`config.mk`:
```
export PLATFORM = sky130hd
export DESIGN_NAME = tetromino_randomizer
export DESIGN_NICKNAME = d
export VERILOG_FILES = /design/src/rtl/tetromino_randomizer.sv
export SDC_FILE = /design/constraint.sdc
export NUM_CORES = 1
export LEC_CHECK = 0
export BUFFER_PORTS_ARGS = -buffer_cell sky130_fd_sc_hd__buf_2
export CAP_MARGIN = 20
export CORE_MARGIN = 8
export CORE_UTILIZATION = 53
export DETAILED_ROUTE_END_ITERATION = 6
export PLACE_DENSITY_LB_ADDON = 0.08
export SLEW_MARGIN = 20
export SYNTH_ARGS = -nofsm -noshare
export SYNTH_HDL_FRONTEND = slang
export SYNTH_SLANG_ARGS = --single-unit
```
`constraint.sdc`:
```
create_clock -name clk -period 3.25 [get_ports clk]
set_clock_uncertainty 0.05 [all_clocks]
set_input_delay 0.65 -clock clk [delete_from_list [all_inputs] [get_ports clk]]
set_output_delay 0.65 -clock clk [all_outputs]
set_load 0.05 [all_outputs]
```
`src/rtl/tetromino_randomizer.sv`:
```
// NES-style tetromino picker: biases the LFSR roll by spawn count and rerolls
// once on a 7 or a repeat, keeping a current piece plus a next-piece preview.
module tetromino_randomizer #(
  parameter int CNT_W = 8
) (
  input  logic             clk,
  input  logic             reset,
  input  logic [4:0]       rand_data,
  input  logic             req,
  output logic [2:0]       piece_cur,
  output logic [2:0]       piece_next,
  output logic             valid,
  output logic [CNT_W-1:0] spawn_count
);

  localparam logic [1:0] IDLE   = 2'd0;
  localparam logic [1:0] ROLL   = 2'd1;
  localparam logic [1:0] REROLL = 2'd2;

  logic [1:0] state;
  logic [1:0] prime_cnt;

  logic [2:0] cand;
  logic [3:0] sum;
  logic [3:0] sum_wrapped;
  logic [2:0] reroll_id;
  logic [1:0] prime_dec;
  logic       do_commit;
  logic [2:0] commit_id;

  // Candidate IDs for both roll flavours; the reroll sum folds 7..13 back to 0..6.
  always_comb begin
    cand        = rand_data[2:0] + spawn_count[2:0];
    sum         = {1'b0, rand_data[2:0]} + {1'b0, piece_next};
    sum_wrapped = sum - 4'd7;
    reroll_id   = (sum >= 4'd7) ? sum_wrapped[2:0] : sum[2:0];
    prime_dec   = (prime_cnt != 2'd0) ? prime_cnt - 2'd1 : 2'd0;
    do_commit   = 1'b0;
    commit_id   = cand;
    case (state)
      ROLL:    do_commit = (cand != 3'd7) && (cand != piece_next);
      REROLL: begin
        do_commit = 1'b1;
        commit_id = reroll_id;
      end
      default: do_commit = 1'b0;
    endcase
  end

  always_ff @(posedge clk) begin
    if (reset) begin
      piece_cur   <= 3'd0;
      piece_next  <= 3'd0;
      valid       <= 1'b0;
      spawn_count <= '0;
      state       <= ROLL;
      prime_cnt   <= 2'd2;
    end else begin
      case (state)
        IDLE: begin
          if (req) begin
            state <= ROLL;
            valid <= 1'b0;
          end
        end
        ROLL: begin
          if (!do_commit) state <= REROLL;
        end
        REROLL: ;
        default: begin
          state <= ROLL;
          valid <= 1'b0;
        end
      endcase

      // A commit shifts the preview into the current slot; priming keeps rolling.
      if (do_commit) begin
        piece_cur   <= piece_next;
        piece_next  <= commit_id;
        spawn_count <= spawn_count + CNT_W'(1);
        prime_cnt   <= prime_dec;
        if (prime_dec != 2'd0) begin
          state <= ROLL;
          valid <= 1'b0;
        end else begin
          state <= IDLE;
          valid <= 1'b1;
        end
      end
    end
  end

endmodule

```
### Word-level counts from Yosys, hierarchy flattened

Cells that the tools add are included.
Widths: inputs -> output; s select.

* equality and inequality tests: 7
* $add $sub $neg: 5
* muxes and demuxes: 12
* reduce and logical (&&, ||, !) cells: 7
* $lt $le $gt $ge: 1

Operators by type and width (number)
* $add 8x1->8 const B: 1
* $mux 2: 3
* $mux 3: 2
* $ne 3x3->1 const B: 2
* $pmux 2 s3: 1
* $add 3x3->4: 1
* $ge 4x3->1 const B: 1
* $mux 1: 4
* $pmux 1 s2: 2
* $reduce_and 2->1: 2
* $reduce_bool 2->1: 2
* $add 3x3->3: 1
* $ne 3x3->1: 1
* $sub 3x3->3 const B: 1
* $eq 2x1->1 const B: 1
* $eq 2x2->1 const B: 1
* $logic_not 2->1: 1
* $ne 2x1->1 const B: 1
* $ne 2x2->1 const B: 1
* $reduce_or 2->1: 1
* $sub 2x1->2 const B: 1
* $logic_and 1x1->1: 1

* input bits: 8
* register bits: 19
* output and inout bits: 15
* word-level logic and storage cells: 38

### Depth between registers and ports, before layout

Gate-level depths: netlist of run 1.

* depth in word-level cells: 6
* depth in mapped cells: 9
* mapped depth without buffers: 9

### Worst setup path before layout of run 1

No wires, ideal clock.

* kind: register -> register
* start: register piece_next[0]
* end: register piece_next[1]
* path slack: 356 ps
* buffers on the path: 0
* arrival time: 2710 ps
* data required time: 3067 ps
* stages on the path, launching flop included: 10
* cells stage by stage: dfxtp_1 ha_1 inv_1 fa_1 inv_1 ha_1 a221oi_1 mux2_2 a211oi_1 a211oi_1

* word-level cells in the longest chain between the ends: 4
* elaborated cells on any way between the ends: 8
* those cells by class: add/sub: 2; order compare: 1; eq/ne: 1; mux: 3; reduce/logical: 1

Ends and longest elaborated chain
* from (decl): line 11 `output logic [2:0] piece_next,`
* from (signal assigned): line 79 `piece_next <= commit_id;`
* $add 3x3->4: line 34 `sum = {1'b0, rand_data[2:0]} + {1'b0, piece_next};`
* $ge 4x3->1 / $sub 3x3->3 (equally long branches): line 36, 35
* $mux 3: line 36 `reroll_id = (sum >= 4'd7) ? sum_wrapped[2:0] : sum[2:0];`
* $mux 3: line 40 `case (state)`

Several ways; a longest one is shown, not always the timed one.
A chain may end at the register's enable or synchronous reset.

### Worst setup path after layout of run 1

* start: register spawn_count[0]
* end: register piece_next[1]

* word-level cells in the longest chain between the ends: 4
* elaborated cells on any way between the ends: 6
* those cells by class: add/sub: 1; eq/ne: 2; mux: 2; reduce/logical: 1

Ends and longest elaborated chain
* from (decl): line 13 `output logic [CNT_W-1:0] spawn_count`
* from (signal assigned): line 80 `spawn_count <= spawn_count + CNT_W'(1);`
* $add 3x3->3 (*): line 33 `cand = rand_data[2:0] + spawn_count[2:0];`
* $ne 3x3->1: line 41 `ROLL: do_commit = (cand != 3'd7) && (cand != piece_next);`
* $logic_and 1x1->1: line 41
* $pmux 1 s2: line 40

Mark *: on every way between the ends. The rest lies on a longest branch, timed or not.

==> results of run 1 <==
## sequential cells by signal, indices dropped and copies added (netlist names)
register and flops:
spawn_count 8, state 2, piece_cur 3, valid 1, piece_next 3, prime_cnt 2
## per-stage QoR
step	std cells	hold WS (ps)	worst slack [ps]
floorplan	128	387	356
global placement	172	394	266
detailed placement	172	422	209
CTS	176	443	483
global route	176	487	221
finish	176	438	454
## tightest hold or removal path: cells and delay by family (launching register included)
kind | cells | cell delay (ps)
compound gates | 1 | 50
flops | 1 | 340
simple gates | 1 | 60
## report_power, final
group | switching, mW | internal [mW] | total (mW) | leakage, nW
combinational | 0.460 | 0.286 | 0.745 | 0.422
clock | 0.0756 | 0.0458 | 0.121 | 0.0177
sequential | 0.0545 | 0.290 | 0.344 | 0.155
total | 0.590 | 0.622 | 1.21 | 0.595
## worst paths after layout
check / from / depth (start not counted) / end
setup / recovery: spawn_count[0]$_SDFFE_PP0P_ / 9 / piece_next[1]$_SDFFE_PP0P_
hold / removal: prime_cnt[0]$_SDFFE_PP0P_ / 2 / prime_cnt[0]$_SDFFE_PP0P_
setup reg to reg: spawn_count[0]$_SDFFE_PP0P_ / 9 / piece_next[1]$_SDFFE_PP0P_
hold reg to reg: prime_cnt[0]$_SDFFE_PP0P_ / 2 / prime_cnt[0]$_SDFFE_PP0P_
## layout make-up
cell class	instances	area (um2)
clock buffer	3	22.5
multi-input combinational	91	679
clock inverter	1	5.00
inverter	13	48.8
fill	172	697
sequential	19	380
tap	27	33.8
timing repair buffer	22	115
## layer usage
layer | part of all wire, % | GRT usage, % | vias to the layer above
met2 | 46 | 20.1 | 24
met3 | 4.7 | 2.69 | 5
met1 | 48 | 15.3 | 440
met5 | 0 | 0 | -
li1 | - | - | 490
met4 | 1.2 | 4.08 | 0
## logic make-up (layout without fill, tap and decap cells)
group | count (synthesis) | count (layout) | share of synthesized area [%]
adder cells (fa/ha/maj) | 11 | 11 | 13.5
XOR/XNOR | 6 | 6 | 5.88
flip-flops | 19 | 19 | 33.7
multiplexers | 8 | 8 | 7.43
AND/OR/NAND/NOR | 38 | 38 | 17.3
AO/OA/AOI/OAI | 28 | 28 | 16.1
buffers and inverters | 18 | 39 | 6.10
## cell usage in the layout (no fill, tap or decap), types with 2 or more instances in the layout
cell type / count
buf_2: 20
dfxtp_1: 19
inv_1: 13
nor2_1: 12
a21oi_1: 11
ha_1: 9
o21ai_0: 5
mux2i_1: 5
nand2_1: 4
nand3_1: 4
or3_1: 4
nor2b_1: 4
xor2_1: 3
nand4_1: 3
mux2_2: 3
a211oi_1: 3
clkbuf_4: 3
xnor2_1: 2
nor3_1: 2
fa_1: 2
buf_4: 2
==> results.cfg, run 1 <==
[logic_synthesis]
synth-main-ff-cell = dfxtp_1
synth_nets = 147
yosysSeqAreaShare_pct = 33.7
yosys_warnings = 0
synth_area_per_cell_um2 = 8.82
synth_cells = 128
synthTopCellsByArea = dfxtp_1, ha_1, a21oi_1, mux2i_1, inv_1
netlist_top_cells_count = dfxtp_1, inv_1, nor2_1, a21oi_1, ha_1
ys_ff_latch = 19
synth.most_common_cell = dfxtp_1
synthDistinctLibCells = 35
synth.cell_area_um2 = 1130
yosysTopAreaCellShare_pct = 33.7
yosys.area.top_type = dfxtp_1
synthArstFlopShare_pct = 0
synth_edf_count = 0

[critical_path]
crit_chain = ha_1 > inv_1 > fa_1 > xor2_1 > nand3_1 > o221ai_2 > buf_4 > a211oi_1 > a211oi_1
cp.buffers_inverters = 2
crit_type = flop to flop
rrSetupSlack_ps = 450
arrival_ps = 2960
critPathRequiredTime_ps = 3420
worstSetupStartpointType = flop
slowest_delay_ps = 530
worst_setup_path_end_kind = flop
critical_path.slowest_cell = fa_1
timing.critical_path.max_delay_family = compound AO/OA/AOI/OAI gates
critical_path.most_common_cell = a211oi_1
crit_fanout = 14

[routing]
drt-total-wl_um = 2260
num_vias = 959
drtIter0Drc = 27
vias_per_cell = 5.45
drc = 0
ant_nets = 0
post_drt_wl_per_cell_um = 12.9
first_pass_iters = 4

[cts]
cts_setup_buffers = 0
clk_path_buf_depth = 2
clk_pin_slew_ps = 110
ctsResizeCount = 0
cts_hold_buf = 0
clk_latency_ps = 300
cts_buffers = 3
cts.sinks = 19
cts_tree = done
cts_root_buf = clkbuf_4
h-tree-depth = 1

[cells_and_area]
synthToLayoutAreaGrowth_pct = 13.9
design_area_um2 = 1280
drive_gt1_share_pct = 20.8
diodes = 0
post-route-util_pct = 64.8
fin_nets = 169

[job]
cap_violations = 0

[power_and_ir_drop]
power_mw = 1.21
peakVddDrop_uv = 656
power-per-cell-area_nw_per_um2 = 942
leakage_nw = 0.595

[floorplan]
core_area_um2 = 1980
start_util_pct = 56.9
die_h_um = 62.1
rows = 16
num_io_pins = 23
dieArea_um2 = 3860
die_width_um = 62.1

[timing]
tns_ps = 0
setup_violations = 0
slew_viol_final = 0
fin_crit_sh_pct = 86.0
max_slew_margin_pct = 58.6
fmax_mhz = 358
hold_viol_final = 0
rsz0062_at_grt = false
max_slew.worst_pin.slew_ps = 622
period_needed_ps = 2800

[place]
dp_hpwl_um = 1720
gp_congestion = 0.724
place_area_um2 = 1260
port_buffers = 20

[global_route]
antenna_found_initial = 0
grt_max_degree = 22
grt_usage_pct = 12.2
grt_overflow_total = 0
grt_pass1_vias = 961
grt_pass1_wl_um = 4170

[min_path]
min_path_type = flop to flop

[run_status]
status = completed
Power figures use the tool's default switching activity.
==> run 2, diff against run 1 <==
--- a/config.mk
+++ b/config.mk
@@ -10,7 +10,7 @@
 export CORE_MARGIN = 8
 export CORE_UTILIZATION = 53
 export DETAILED_ROUTE_END_ITERATION = 6
-export PLACE_DENSITY_LB_ADDON = 0.08
+export PLACE_DENSITY = 0.87
 export SLEW_MARGIN = 20
 export SYNTH_ARGS = -nofsm -noshare
 export SYNTH_HDL_FRONTEND = slang
==> results.cfg, run 2 (synthesis gave the netlist of run 1 again) <==
[run_status]
status = completed

[routing]
drc = 0
vias_per_cell = 5.35
post_drt_wl_per_cell_um = 13.1
drtIter0Drc = 18
ant_nets = 0
drt-total-wl_um = 2300
num_vias = 941
first_pass_iters = 4

[place]
dp_hpwl_um = 1810
dpl.cell_count = 172
gp_congestion = 0.863
port_buffers = 20
pre_cts_ws_ps = 33.1

[timing]
rsz0062_at_grt = false
max_slew.worst_pin.slew_ps = 801
hold_viol_final = 0
fin_crit_sh_pct = 90.7
tns_ps = 0
slew_viol_final = 0
setup_violations = 0
fmax_mhz = 339
max_slew_margin_pct = 46.6
layout_setup_ws_ps = 301
period_needed_ps = 2950
holdWs_ps = 433

[cts]
clk_path_buf_depth = 2
cts_tree = done
cts.sinks = 19
cts_hold_buf = 0
ctsResizeCount = 0
cts_root_buf = clkbuf_4
cts_buffers = 3
clk_latency_ps = 300
clk_pin_slew_ps = 110
h-tree-depth = 1
cts_setup_buffers = 0

[critical_path]
crit_type = flop to flop
worst_setup_path_end_kind = flop
worstSetupStartpointType = flop
ff2ff_path_depth = 9
crit_fanout = 18
critPathRequiredTime_ps = 3420
rrSetupSlack_ps = 300
arrival_ps = 3120

[cells_and_area]
drive_gt1_share_pct = 20.1
multi_input_area_um2 = 679
layout_commonest_cell = buf_2
largest_reg_flops = 8
regArea_um2 = 380
fin_nets = 169
reg_top3 = spawn_count: 8 flops, piece_cur: 3 flops, piece_next: 3 flops
regMostFlops = spawn_count
post-route-util_pct = 64.8
fill_cells = 169
layout_common_cells = buf_2, dfxtp_1, inv_1
synthToLayoutAreaGrowth_pct = 13.7
diodes = 0
stdcell_count = 176

[floorplan]
core_area_um2 = 1980
dieArea_um2 = 3860
num_io_pins = 23
die_h_um = 62.1
rows = 16
start_util_pct = 56.9
die_width_um = 62.1

[global_route]
grt_max_degree = 22
grt_pass1_vias = 916
antenna_found_initial = 0
grt_overflow_total = 0
grt_pass1_wl_um = 4040
grt_usage_pct = 12.0

[power_and_ir_drop]
leakage_nw = 0.592
peakVddDrop_uv = 731
power-per-cell-area_nw_per_um2 = 945

[job]
cap_violations = 0

[min_path]
holdPathStages = 2
min_path_type = flop to flop
==> run 2: cell count changes in the layout (fill, tap and decap cells not counted) <==
cell,previous run,this run
clkbuf_1,0,1
clkinv_2,1,0
==> run 2: layout make-up <==
type	instances	share of cell area [%]
inverter	13	3.80
timing repair buffer	22	8.97
sequential	19	29.6
clock buffer	4	2.05
tap	27	2.63
multi-input combinational	91	52.9
==> run 2: worst paths after layout <==
kind,from,to
hold reg to reg,prime_cnt[0]$_SDFFE_PP0P_,prime_cnt[0]$_SDFFE_PP0P_
setup / recovery,spawn_count[0]$_SDFFE_PP0P_,piece_next[1]$_SDFFE_PP0P_
setup reg to reg,spawn_count[0]$_SDFFE_PP0P_,piece_next[1]$_SDFFE_PP0P_
hold / removal,prime_cnt[0]$_SDFFE_PP0P_,prime_cnt[0]$_SDFFE_PP0P_
==> run 2: power breakdown <==
group / leakage (nW) / switching [mW] / internal, mW
registers: 0.155 / 0.0548 / 0.290
clock network: 0.0150 / 0.0728 / 0.0478
logic: 0.422 / 0.462 / 0.286
total: 0.592 / 0.589 / 0.624
==> run 2: routing by layer <==
| layer | up-vias | share of wire, % | global-route usage (%) |
|---|---|---|---|
| li1 | 489 | - | - |
| met1 | 435 | 43 | 13.6 |
| met2 | 15 | 52 | 22.3 |
| met3 | 2 | 4.3 | 2.87 |
| met4 | 0 | 0.74 | 1.75 |
| met5 | - | 0 | 0 |
==> run 2: critical path: stages, from the launching register on <==
cell and delay [ps]:
dfxtp_1 460, ha_1 190, inv_1 50, fa_1 530, xor2_1 220, nand3_1 130
o221ai_2 660, buf_4 290, a211oi_1 60, a211oi_1 230
==> run 2: through the flow <==
stage               instance area, um2  power [mW]
floorplan                         1130       0.933
global placement                  1260        1.06
detailed placement                1260        1.10
CTS                               1280        1.22
global route                      1280        1.32
finish                            1280        1.21
==> run 3, diff against run 2 <==
--- a/config.mk
+++ b/config.mk
@@ -11,6 +11,7 @@
 export CORE_UTILIZATION = 53
 export DETAILED_ROUTE_END_ITERATION = 6
 export PLACE_DENSITY = 0.87
+export REMOVE_ABC_BUFFERS = 1
 export SLEW_MARGIN = 20
 export SYNTH_ARGS = -nofsm -noshare
 export SYNTH_HDL_FRONTEND = slang
==> results.cfg, run 3 (synthesis gave the netlist of run 1 again) <==
[critical_path]
crit_cells = 9
crit_chain = ha_1 > inv_1 > fa_1 > inv_1 > ha_1 > a221oi_1 > mux2_2 > a211oi_1 > a211oi_1
cp.buffers_inverters = 2
worstSetupStartpointType = flop
r2r_end = piece_next[1]$_SDFFE_PP0P_
reg2reg_from = piece_next[0]$_SDFFE_PP0P_
timing.critical_path.max_delay_family = adder cells
crit_type = flop to flop
critPathRequiredTime_ps = 3390
arrival_ps = 2950
crit_fanout = 5
rrSetupSlack_ps = 440
slowest_delay_ps = 480
worst_setup_path_end_kind = flop
ff2ff_path_depth = 9
crit_start = piece_next[0]$_SDFFE_PP0P_
critical_path.slowest_cell = fa_1

[timing]
holdWs_ps = 437
max_slew_margin_pct = 69.4
max_slew.worst_pin.slew_ps = 458
hold_viol_final = 0
slew_viol_final = 0
layout_setup_ws_ps = 439
setup_violations = 0
fin_crit_sh_pct = 86.5
tns_ps = 0
period_needed_ps = 2810
rsz0062_at_grt = false
fmax_mhz = 356

[place]
gp_congestion = 0.884
port_buffers = 20
pre_cts_ws_ps = 208
dp_hpwl_um = 1840

[cells_and_area]
regArea_um2 = 380
drive_gt1_share_pct = 20.8
multi_input_area_um2 = 679
fin_nets = 169
synthToLayoutAreaGrowth_pct = 13.9
layout_commonest_cell = buf_2
largest_reg_flops = 8
regMostFlops = spawn_count
reg_top3 = spawn_count: 8 flops, piece_cur: 3 flops, piece_next: 3 flops
fill_cells = 172
diodes = 0
layout_common_cells = buf_2, dfxtp_1, inv_1

[global_route]
grt_max_degree = 22
grt_pass1_wl_um = 4200
grt_overflow_total = 0
grt_pass1_vias = 962
grt_usage_pct = 12.8
antenna_found_initial = 0

[power_and_ir_drop]
peakVddDrop_uv = 551
p_comb_share_pct = 61.5
net-switching-power_mw = 0.599
p_seq_share_pct = 28.3
power-per-cell-area_nw_per_um2 = 951
switching_share_pct = 49.0
clkPwrFrac_pct = 10.1
leakage_nw = 0.595
p_int_mw = 0.623

[cts]
cts_hold_buf = 0
clk_path_buf_depth = 2
clk_latency_ps = 300
cts_setup_buffers = 0
cts_root_buf = clkbuf_4
h-tree-depth = 1
cts.sinks = 19
cts_tree = done
clk_pin_slew_ps = 110
cts_buffers = 3
ctsResizeCount = 0

[floorplan]
die_width_um = 62.1
start_util_pct = 56.9
die_h_um = 62.1
num_io_pins = 23
dieArea_um2 = 3860
rows = 16
core_area_um2 = 1980

[job]
cap_violations = 0

[min_path]
hold_path.startpoint = prime_cnt[0]$_SDFFE_PP0P_
holdPathStages = 2
min_path_type = flop to flop
hold_end = prime_cnt[0]$_SDFFE_PP0P_

[routing]
post_drt_wl_per_cell_um = 14.0
num_vias = 993
vias_per_cell = 5.64
drc = 0
ant_nets = 0
drtIter0Drc = 33
first_pass_iters = 4
drt-total-wl_um = 2460

[run_status]
status = completed
## run 3: worst max-delay path by stage
stage / end
5_1_grt: piece_next[1]$_SDFFE_PP0P_
6_report: piece_next[1]$_SDFFE_PP0P_
4_1_cts: piece_next[1]$_SDFFE_PP0P_
3_3_place_gp: piece_next[1]$_SDFFE_PP0P_
3_5_place_dp: piece_next[1]$_SDFFE_PP0P_
2_1_floorplan: spawn_count[7]$_SDFFE_PP0P_
## run 3: through the flow
stage | cells | cell area (um2) | util, % | power (mW)
floorplan | 123 | 1110 | - | 0.918
finish | 176 | 1280 | 64.8 | 1.22
global placement | 172 | 1260 | 63.4 | 1.06
global route | 176 | 1280 | 64.8 | 1.31
CTS | 176 | 1280 | 64.8 | 1.22
detailed placement | 172 | 1260 | 63.4 | 1.10
## run 3: power groups by stage
stage	Sequential (mW)	Clock, mW	Combinational, mW
2_1_floorplan	0.466	0	0.452
3_3_place_gp	0.347	0	0.715
3_5_place_dp	0.352	0	0.744
4_1_cts	0.347	0.127	0.750
5_1_grt	0.356	0.135	0.820
6_report	0.346	0.124	0.752
## run 3: cell type report
type / instances / share of cell area, %
Clock inverter: 1 / 0.389
Tap cell: 27 / 2.63
Clock buffer: 3 / 1.75
Timing Repair Buffer: 22 / 8.96
Inverter: 13 / 3.80
Sequential cell: 19 / 29.6
Multi-Input combinational cell: 91 / 52.9
## run 3: routing by layer
layer  global-route usage [%]  part of all wire, %  up-vias
met3                     2.69                  3.9        5
met1                     14.1                   44      471
li1                         -                    -      487
met4                     6.41                  2.1        0
met2                     22.6                   50       30
met5                        0                    0        -
## run 3: tightest hold or removal path: stages, from the launching register on
cell and delay [ps]:
dfxtp_1 340, nand2_1 60, a21oi_1 50
